<file path="src/rtl/vga_timing_gen_pkg.sv">
// Shared VGA timing defaults, counter types and window helper for the battleship display.
// Cell periods are kept here so the colour driver and quadrant logic agree with the raster.
package vga_timing_gen_pkg;

  localparam int CNT_W        = 10;
  localparam int H_ACTIVE_DEF = 640;
  localparam int H_FP_DEF     = 16;
  localparam int H_SYNC_DEF   = 96;
  localparam int H_BP_DEF     = 48;
  localparam int V_ACTIVE_DEF = 480;
  localparam int V_FP_DEF     = 10;
  localparam int V_SYNC_DEF   = 2;
  localparam int V_BP_DEF     = 33;
  localparam int H_TOTAL_DEF  = H_ACTIVE_DEF + H_FP_DEF + H_SYNC_DEF + H_BP_DEF;
  localparam int V_TOTAL_DEF  = V_ACTIVE_DEF + V_FP_DEF + V_SYNC_DEF + V_BP_DEF;
  localparam int CELL_W       = 80;
  localparam int CELL_H       = 60;

  typedef logic [CNT_W-1:0] cnt_t;

  typedef struct packed {
    logic hs;
    logic vs;
  } sync_t;

  // Half-open window [lo, hi); int compare so hi may reach 1024 without truncation.
  function automatic logic in_window(input cnt_t c, input int lo, input int hi);
    return (int'(c) >= lo) && (int'(c) < hi);
  endfunction

endpackage

</file>
<file path="src/rtl/vga_timing_gen_sync_delay_line.sv">
// Fixed-depth shift register that delays the sync pair to match colour-driver latency.
// DEPTH=0 is a plain wire; every stage resets to the idle sync level.
module sync_delay_line #(
  parameter int               WIDTH     = 2,
  parameter int               DEPTH     = 2,
  parameter logic [WIDTH-1:0] RESET_VAL = '1
) (
  input  logic             clk_in,
  input  logic             rst_in,
  input  logic [WIDTH-1:0] d,
  output logic [WIDTH-1:0] q
);

  generate
    if (DEPTH == 0) begin : g_bypass
      assign q = d;
    end else begin : g_pipe
      logic [WIDTH-1:0] stage_q [DEPTH];
      logic [WIDTH-1:0] stage_d [DEPTH];

      always_comb begin
        stage_d[0] = d;
        for (int i = 1; i < DEPTH; i++) begin
          stage_d[i] = stage_q[i-1];
        end
      end

      // NOTE: this array is reset on purpose: the VGA pins must show the idle sync
      // level immediately after reset, not whatever the stages held before.
      always_ff @(posedge clk_in or posedge rst_in) begin
        if (rst_in) begin
          for (int i = 0; i < DEPTH; i++) begin
            stage_q[i] <= RESET_VAL;
          end
        end else begin
          for (int i = 0; i < DEPTH; i++) begin
            stage_q[i] <= stage_d[i];
          end
        end
      end

      assign q = stage_q[DEPTH-1];
    end
  endgenerate

endmodule

</file>
<file path="src/rtl/vga_timing_gen.sv">
// VGA raster timing: prescaler, pixel/line counters, registered row/line/enable,
// frame_start pulse and delayed hsync/vsync for the battleship display.
module vga_timing_gen
  import vga_timing_gen_pkg::*;
#(
  parameter int   CLK_DIV    = 4,
  parameter int   H_ACTIVE   = H_ACTIVE_DEF,
  parameter int   H_FP       = H_FP_DEF,
  parameter int   H_SYNC     = H_SYNC_DEF,
  parameter int   H_BP       = H_BP_DEF,
  parameter int   V_ACTIVE   = V_ACTIVE_DEF,
  parameter int   V_FP       = V_FP_DEF,
  parameter int   V_SYNC     = V_SYNC_DEF,
  parameter int   V_BP       = V_BP_DEF,
  parameter logic SYNC_POL   = 1'b0,
  parameter int   PIPE_DELAY = 2
) (
  input  logic             clk_in,
  input  logic             rst_in,
  output logic             pixel_tick,
  output logic [CNT_W-1:0] current_row,
  output logic [CNT_W-1:0] current_line,
  output logic             enable,
  output logic             frame_start,
  output logic             hsync,
  output logic             vsync
);

  localparam int   H_TOTAL    = H_ACTIVE + H_FP + H_SYNC + H_BP;
  localparam int   V_TOTAL    = V_ACTIVE + V_FP + V_SYNC + V_BP;
  localparam int   PW         = (CLK_DIV > 1) ? $clog2(CLK_DIV) : 1;
  localparam logic [PW-1:0] PRESC_LAST = PW'(CLK_DIV - 1);
  localparam cnt_t H_LAST     = cnt_t'(H_TOTAL - 1);
  localparam cnt_t V_LAST     = cnt_t'(V_TOTAL - 1);
  localparam logic SYNC_IDLE  = ~SYNC_POL;

  logic [PW-1:0] presc_q, presc_d;
  cnt_t          h_cnt_q, h_cnt_d, v_cnt_q, v_cnt_d;
  cnt_t          row_q, row_d, line_q, line_d;
  logic          tick;
  logic          pixel_tick_q, pixel_tick_d;
  logic          enable_q, enable_d;
  logic          frame_start_q, frame_start_d;
  sync_t         sync_q, sync_d, sync_dly;

  // NOTE: every signal gets a default first so no path leaves it unassigned (no latch).
  always_comb begin
    tick          = (presc_q == PRESC_LAST);
    presc_d       = tick ? '0 : presc_q + 1'b1;
    h_cnt_d       = h_cnt_q;
    v_cnt_d       = v_cnt_q;
    if (tick) begin
      if (h_cnt_q == H_LAST) begin
        h_cnt_d = '0;
        v_cnt_d = (v_cnt_q == V_LAST) ? '0 : v_cnt_q + 1'b1;
      end else begin
        h_cnt_d = h_cnt_q + 1'b1;
      end
    end
    pixel_tick_d  = tick;
    frame_start_d = tick && (h_cnt_q == H_LAST) && (v_cnt_q == V_LAST);
    // Outputs describe the counter state one clk earlier, then hold for the pixel.
    row_d         = h_cnt_q;
    line_d        = v_cnt_q;
    enable_d      = (int'(h_cnt_q) < H_ACTIVE) && (int'(v_cnt_q) < V_ACTIVE);
    sync_d.hs     = in_window(h_cnt_q, H_ACTIVE + H_FP, H_ACTIVE + H_FP + H_SYNC)
                    ? SYNC_POL : SYNC_IDLE;
    sync_d.vs     = in_window(v_cnt_q, V_ACTIVE + V_FP, V_ACTIVE + V_FP + V_SYNC)
                    ? SYNC_POL : SYNC_IDLE;
  end

  // NOTE: state flops use non-blocking assignments so all updates see pre-edge values.
  always_ff @(posedge clk_in or posedge rst_in) begin
    if (rst_in) begin
      presc_q       <= '0;
      h_cnt_q       <= '0;
      v_cnt_q       <= '0;
      pixel_tick_q  <= 1'b0;
      row_q         <= '0;
      line_q        <= '0;
      enable_q      <= 1'b0;
      frame_start_q <= 1'b0;
      sync_q        <= '{hs: SYNC_IDLE, vs: SYNC_IDLE};
    end else begin
      presc_q       <= presc_d;
      h_cnt_q       <= h_cnt_d;
      v_cnt_q       <= v_cnt_d;
      pixel_tick_q  <= pixel_tick_d;
      row_q         <= row_d;
      line_q        <= line_d;
      enable_q      <= enable_d;
      frame_start_q <= frame_start_d;
      sync_q        <= sync_d;
    end
  end

  sync_delay_line #(
    .WIDTH    (2),
    .DEPTH    (PIPE_DELAY),
    .RESET_VAL({SYNC_IDLE, SYNC_IDLE})
  ) u_sync_delay (
    .clk_in(clk_in),
    .rst_in(rst_in),
    .d     (sync_q),
    .q     (sync_dly)
  );

  assign pixel_tick   = pixel_tick_q;
  assign current_row  = row_q;
  assign current_line = line_q;
  assign enable       = enable_q;
  assign frame_start  = frame_start_q;
  assign hsync        = sync_dly.hs;
  assign vsync        = sync_dly.vs;

endmodule
</file>
<file path="config.mk">
export PLATFORM = sky130hd
export DESIGN_NAME = vga_timing_gen
export DESIGN_NICKNAME = d
export VERILOG_FILES = /design/src/rtl/vga_timing_gen_pkg.sv /design/src/rtl/vga_timing_gen_sync_delay_line.sv /design/src/rtl/vga_timing_gen.sv
export SDC_FILE = /design/constraint.sdc
export NUM_CORES = 1
export LEC_CHECK = 0
export BUFFER_PORTS_ARGS = -buffer_cell sky130_fd_sc_hd__buf_2
export CAP_MARGIN = 20
export CORE_ASPECT_RATIO = 1.25
export CORE_MARGIN = 1.5
export CORE_UTILIZATION = 55
export CTS_CLUSTER_SIZE = 20
export DETAILED_ROUTE_END_ITERATION = 16
export PLACE_DENSITY = 0.89
export SYNTH_ARGS = -nofsm -noshare
export SYNTH_HDL_FRONTEND = slang
export SYNTH_SLANG_ARGS = --single-unit
</file>
<file path="constraint.sdc">
create_clock -name clk_in -period 2.45 [get_ports clk_in]
set_clock_uncertainty 0.15 [all_clocks]
set_input_delay 0.245 -clock clk_in [delete_from_list [all_inputs] [get_ports clk_in]]
set_output_delay 0.245 -clock clk_in [all_outputs]
set_load 0.03 [all_outputs]
</file>
==> impl_metrics.json, run 1 <==
{
  "cts_sinks": 51,
  "cts-resized-gates": 0,
  "wl_met2_um": 1640,
  "std_cell_rows": 23,
  "rsz0062_at_grt": "false",
  "cp_slowest_cell": "or4_1",
  "crit_chain": "ha_1, nand4_2, or3_1, or4_1, a21oi_1",
  "port_buffers": 26,
  "ir_worst_vdd_mv": 0.555,
  "final_cells": 214,
  "syn_nets": 149,
  "track_usage_pct": 19.9,
  "arrival_ns": 2.41,
  "synthArstFlopShare_pct": 100,
  "fin_util_pct": 67.8,
  "cts_tree": "built",
  "totalWireLength_um": 3130,
  "holdPathEnd": "u_sync_delay.g_pipe.stage_d[0]",
  "wl_met1_um": 1300,
  "clk_latency_ns": 0.30,
  "numCtsBuffers": 5,
  "slew_headroom_pct": 70.1,
  "ys_types": 33,
  "synthCells": 142,
  "holdBufCountCts": 1,
  "endpoint_kind": "flop",
  "hold_depth": 0,
  "slowest_delay_ns": 0.53,
  "ant_nets": 0,
  "worstPathRequired_ns": 2.53,
  "final_layout_size_suffix_gt1_share_pct": 26.6,
  "worst-path-buf-inv": 0,
  "drc": 0,
  "drv_cap": 0,
  "die_h_um": 68.1,
  "worstSetupPathType": "flop to flop",
  "die_area_um2": 3750,
  "grt_overflow": 0,
  "hold_path.startpoint": "sync_q[0]",
  "finalHoldViolations": 0,
  "fin_nets": 183,
  "r2r_end": "line_d[9]",
  "clockBufferDepth": 2,
  "grt_pass1_vias": 1135,
  "coreArea_um2": 3220,
  "path_max_fanout": 7,
  "antenna_cells": 0,
  "dr.pass1.iters": 4,
  "min_path_type": "flop to flop",
  "p_per_area_nw_per_um2": 658,
  "yosysSeqAreaShare_pct": 68.8,
  "grt_start_max_net_pins": 52,
  "synthToLayoutAreaGrowth_pct": 17.1,
  "ys_ff_latch": 51,
  "start_util_pct": 57.9,
  "met3_length_um": 119,
  "globalplace.congestion": 0.871,
  "ctsHtreeMaxLevel": 2,
  "cp-start-kind": "flop",
  "synthFlopType": "dfrtp_1",
  "final_max_slew_viol_count": 0,
  "syn_area_um2": 1870,
  "drt_iter0_drc": 24,
  "setup_viol": 0,
  "maxUsedRoutingLayer": "met4",
  "io_pins": 27,
  "wl_per_cell_um": 14.6,
  "fin_crit_sh_pct": 95.1,
  "tightestPinTransition_ns": 0.445,
  "syn_area_per_cell_um2": 13.1,
  "synth_edf_count": 0,
  "cp_num_cells": 5,
  "antenna_found_initial": 0,
  "r2r_cells": 5,
  "outcome": "finished, final reports clean",
  "finalWorstSetupSlack_ns": 0.121,
  "die_w_um": 55.1,
  "grt_pass1_wl_um": 5130,
  "cts_root_buffer": "clkbuf_8",
  "crit_family": "simple AND/OR/NAND/NOR gates",
  "fin_tns_setup_ns": 0,
  "p_leak_nw": 1.11,
  "hpwlAfterDp_um": 2170,
  "cts_setup_buffers": 0,
  "r2r-start": "presc_q[0]",
  "finalPower_mw": 1.44,
  "vias": 1148,
  "dp_cells": 205,
  "ys_warn_count": 0,
  "fmaxAchievable_mhz": 429,
  "reg2reg_slack_ns": 0.12,
  "vias_per_cell": 5.36,
  "pre_cts_ws_ns": 0.136,
  "min_period_ns": 2.33,
  "clk_pin_slew_ns": 0.09,
  "critPathLaunch": "presc_q[0]"
}
-- state kept, by name (all words and copies together), names as in the netlist --
register and count:
h_cnt_q 10, u_sync_delay.g_pipe.stage_d 2, presc_q 2, pixel_tick 1, u_sync_delay.q 2, current_line 10, enable 1, current_row 10
sync_q 2, frame_start 1, line_d 10
-- synth_stat cells, types with 2 or more instances --
library cell	count	area, um2
and3_1	2	12.5
buf_2	2	10.0
dfrtp_1	45	1130
dfstp_2	6	158
ha_1	5	62.6
inv_1	6	22.5
nand2_1	5	18.8
nand3_1	12	60.1
nand4_1	2	12.5
nor2_1	13	48.8
nor3_1	4	20.0
nor4_1	3	18.8
o21ai_0	5	25.0
xnor2_1	10	87.6
xor2_1	4	35.0
-- worst reg2reg max path, cell delays in order (launching register included) --
cell	delay [ns]
dfrtp_1	0.37
ha_1	0.32
nand4_2	0.23
or3_1	0.50
or4_1	0.53
a21oi_1	0.16
-- worst max path at each step --
stage / endpoint
after CTS: line_d[9]
after global routing: line_d[9]
after floorplan: line_d[9]
after detailed placement: line_d[9]
final: line_d[9]
after global placement: line_d[9]
-- layer usage --
layer  vias to the layer above  global-route usage, %
met5                         -                      0
met4                         0                   11.3
met3                         8                   4.80
met2                        23                   33.3
met1                       566                   22.9
li1                        551                      -
-- cells by family after synthesis --
| kind of cell | synth area share (%) |
|---|---|
| AND/OR/NAND/NOR | 15.8 |
| flip-flops | 68.8 |
| XOR/XNOR | 6.57 |
| AO/OA/AOI/OAI | 2.95 |
| buffers and inverters | 2.01 |
| adder cells (fa/ha/maj) | 3.35 |
| multiplexers | 0.537 |
-- placed cells by master, fill, tap and decap left out, types with 2 or more instances in the layout --
master    Yosys  layout
nor4_1        3       3
buf_4         0       2
nand2_1       5       5
and3_1        2       2
buf_2         2      26
clkbuf_8      0       5
dfrtp_1      45      45
nor3_1        4       4
nand3_1      12      12
inv_1         6       5
o21ai_0       5       5
ha_1          5       5
xnor2_1      10      10
nand4_1       2       2
xor2_1        4       4
dfstp_2       6       6
nor2_1       13      13
-- final cells by class --
class | instances | area [um2]
Sequential cell | 51 | 1280
Clock inverter | 3 | 43.8
Inverter | 6 | 22.5
Timing Repair Buffer | 30 | 175
Multi-Input combinational cell | 82 | 544
Clock buffer | 5 | 68.8
Tap cell | 37 | 46.3
Fill cell | 245 | 1040
-- power by group --
group          switching, mW  internal (mW)
clock                  0.271          0.304
sequential                 0          0.841
combinational         0.0158        0.00516
total                  0.287           1.15
-- metrics by stage --
step           instance area, um2  hold WS [ns]
2_1_floorplan                1870         0.195
3_3_place_gp                 2060         0.149
3_5_place_dp                 2060         0.159
4_1_cts                      2180         0.211
5_1_grt                      2180         0.214
6_report                     2180         0.210
Power figures use the tool's default switching activity.
==> run 2, diff against run 1 <==
- CELL_PAD_IN_SITES_DETAIL_PLACEMENT: not set -> 2
- CELL_PAD_IN_SITES_GLOBAL_PLACEMENT: not set -> 2
- CORE_MARGIN: 1.5 -> not set
- CORE_UTILIZATION: 55 -> 38
==> run 2 against run 1 <==
Effect of this change: count of clock-buffer cells in the layout increased by 1; sequential share of layout area decreased by 0.10 points; first-iteration DRC count increased by 29%.
==> impl_metrics.json, run 2 (same netlist as run 1, synthesis figures left out) <==
{
  "ir_worst_vdd_mv": 0.237,
  "clkPwrFrac_pct": 35.2,
  "std_cell_rows": 28,
  "fin_nets": 185,
  "grt_pass1_vias": 1387,
  "tightestPinTransition_ns": 0.502,
  "vias": 1209,
  "swShare_pct": 21.4,
  "coreArea_um2": 4730,
  "port_buffers": 26,
  "finalWorstSetupSlack_ns": 0.186,
  "outcome": "finished, final reports clean",
  "die_w_um": 64.7,
  "arrival_ns": 2.35,
  "dr.pass1.iters": 4,
  "fin_crit_sh_pct": 92.4,
  "worst-path-buf-inv": 0,
  "die_h_um": 80.3,
  "fmaxAchievable_mhz": 442,
  "cts-resized-gates": 0,
  "final_max_slew_viol_count": 0,
  "cp_slowest_cell": "or4_1",
  "min_path_type": "flop to flop",
  "rsz0062_at_grt": "false",
  "ctsHtreeMaxLevel": 2,
  "drt_iter0_drc": 31,
  "ant_nets": 0,
  "grt_pass1_wl_um": 7360,
  "multi_input_area_um2": 544,
  "grt_start_max_net_pins": 29,
  "setup_viol": 0,
  "min_period_ns": 2.26,
  "antenna_found_initial": 0,
  "slowest_delay_ns": 0.55,
  "io_pins": 27,
  "seqCellArea_um2": 1280,
  "endpoint_kind": "flop",
  "antenna_cells": 0,
  "combPwrFrac_pct": 1.5,
  "worstSetupPathType": "flop to flop",
  "clockBufferDepth": 2,
  "hpwlAfterDp_um": 3140,
  "clk_latency_ns": 0.31,
  "path_max_fanout": 7,
  "crit_family": "simple AND/OR/NAND/NOR gates",
  "start_util_pct": 39.4,
  "pre_cts_ws_ns": 0.172,
  "clk_pin_slew_ns": 0.09,
  "totalWireLength_um": 4380,
  "cts_sinks": 51,
  "worstPathRequired_ns": 2.54,
  "drc": 0,
  "p_switching_mw": 0.285,
  "holdBufCountCts": 1,
  "slew_headroom_pct": 66.5,
  "cts_root_buffer": "clkbuf_8",
  "cts_tree": "built",
  "vias_per_cell": 5.06,
  "crit_chain": "ha_1, nand4_2, or3_1, or4_1, a21oi_1",
  "wl_per_cell_um": 18.3,
  "pwr-share-seq_pct": 63.3,
  "track_usage_pct": 19.7,
  "cts_setup_buffers": 0,
  "numCtsBuffers": 5,
  "finalHoldViolations": 0,
  "drv_cap": 0,
  "mostFrequentLayoutCell": "dfrtp_1",
  "p_per_area_nw_per_um2": 607,
  "layout_common_cells": "45 x dfrtp_1, 26 x buf_2, 13 x nor2_1",
  "p_leak_nw": 1.10,
  "fin_tns_setup_ns": 0,
  "synthToLayoutAreaGrowth_pct": 17.3,
  "final_layout_size_suffix_gt1_share_pct": 26.8,
  "die_area_um2": 5200,
  "cp-start-kind": "flop",
  "grt_overflow": 0,
  "globalplace.congestion": 0.819,
  "fill_cells": 486,
  "p_int_mw": 1.04
}
run 2: worst paths after layout:
| kind | startpoint | to | slack [ns] | cells after the start |
|---|---|---|---|---|
| max in group asynchronous | rst_in | u_sync_delay.g_pipe.stage_d[0] | 1.00 | 4 |
| worst min-delay path | sync_q[1] | u_sync_delay.g_pipe.stage_d[1] | 0.20 | 0 |
| worst max-delay path | presc_q[0] | line_d[9] | 0.19 | 5 |
| min in group asynchronous | rst_in | h_cnt_q[6] | 0.37 | 3 |
| worst min register to register | sync_q[1] | u_sync_delay.g_pipe.stage_d[1] | 0.20 | 0 |
| worst max register to register | presc_q[0] | line_d[9] | 0.19 | 5 |
run 2: power by group through the flow:
stage / sequential [mW] / clock (mW) / combinational (mW)
global placement: 0.858 / 0 / 0.0178
global route: 0.842 / 0.510 / 0.0227
floorplan: 0.858 / 0 / 0.0122
detailed placement: 0.858 / 0 / 0.0197
finish: 0.841 / 0.468 / 0.0193
CTS: 0.842 / 0.486 / 0.0209
run 2: routing by layer:
layer  GRT usage (%)  share of wire [%]
met5               0                  0
met4            10.7                3.3
met3            4.40                3.2
met2            34.6                 53
met1            21.9                 40
run 2: layout make-up:
type / instances / share of cell area, %
sequential: 51 / 58.7
multi-input combinational: 82 / 24.9
timing repair buffer: 32 / 8.12
tap: 60 / 3.43
clock buffer: 6 / 3.32
inverter: 6 / 1.03
clock inverter: 2 / 0.572
run 2: worst reg2reg max path: cells and delay by family, from the launching register on:
family,cells,cell delay (ns)
AND/OR/NAND/NOR,3,1.20
flip-flops,1,0.37
AO/OA/AOI/OAI,1,0.15
adder cells (fa/ha/maj),1,0.34
run 2: through the flow:
step	area, um2	cells	hold WS (ns)	power [mW]	utilization [%]
floorplan	1870	142	0.195	0.870	-
global placement	2090	230	0.132	0.876	44.3
detailed placement	2090	230	0.157	0.877	44.3
CTS	2190	239	0.205	1.35	46.3
global route	2190	239	0.209	1.37	46.3
finish	2190	239	0.198	1.33	46.3
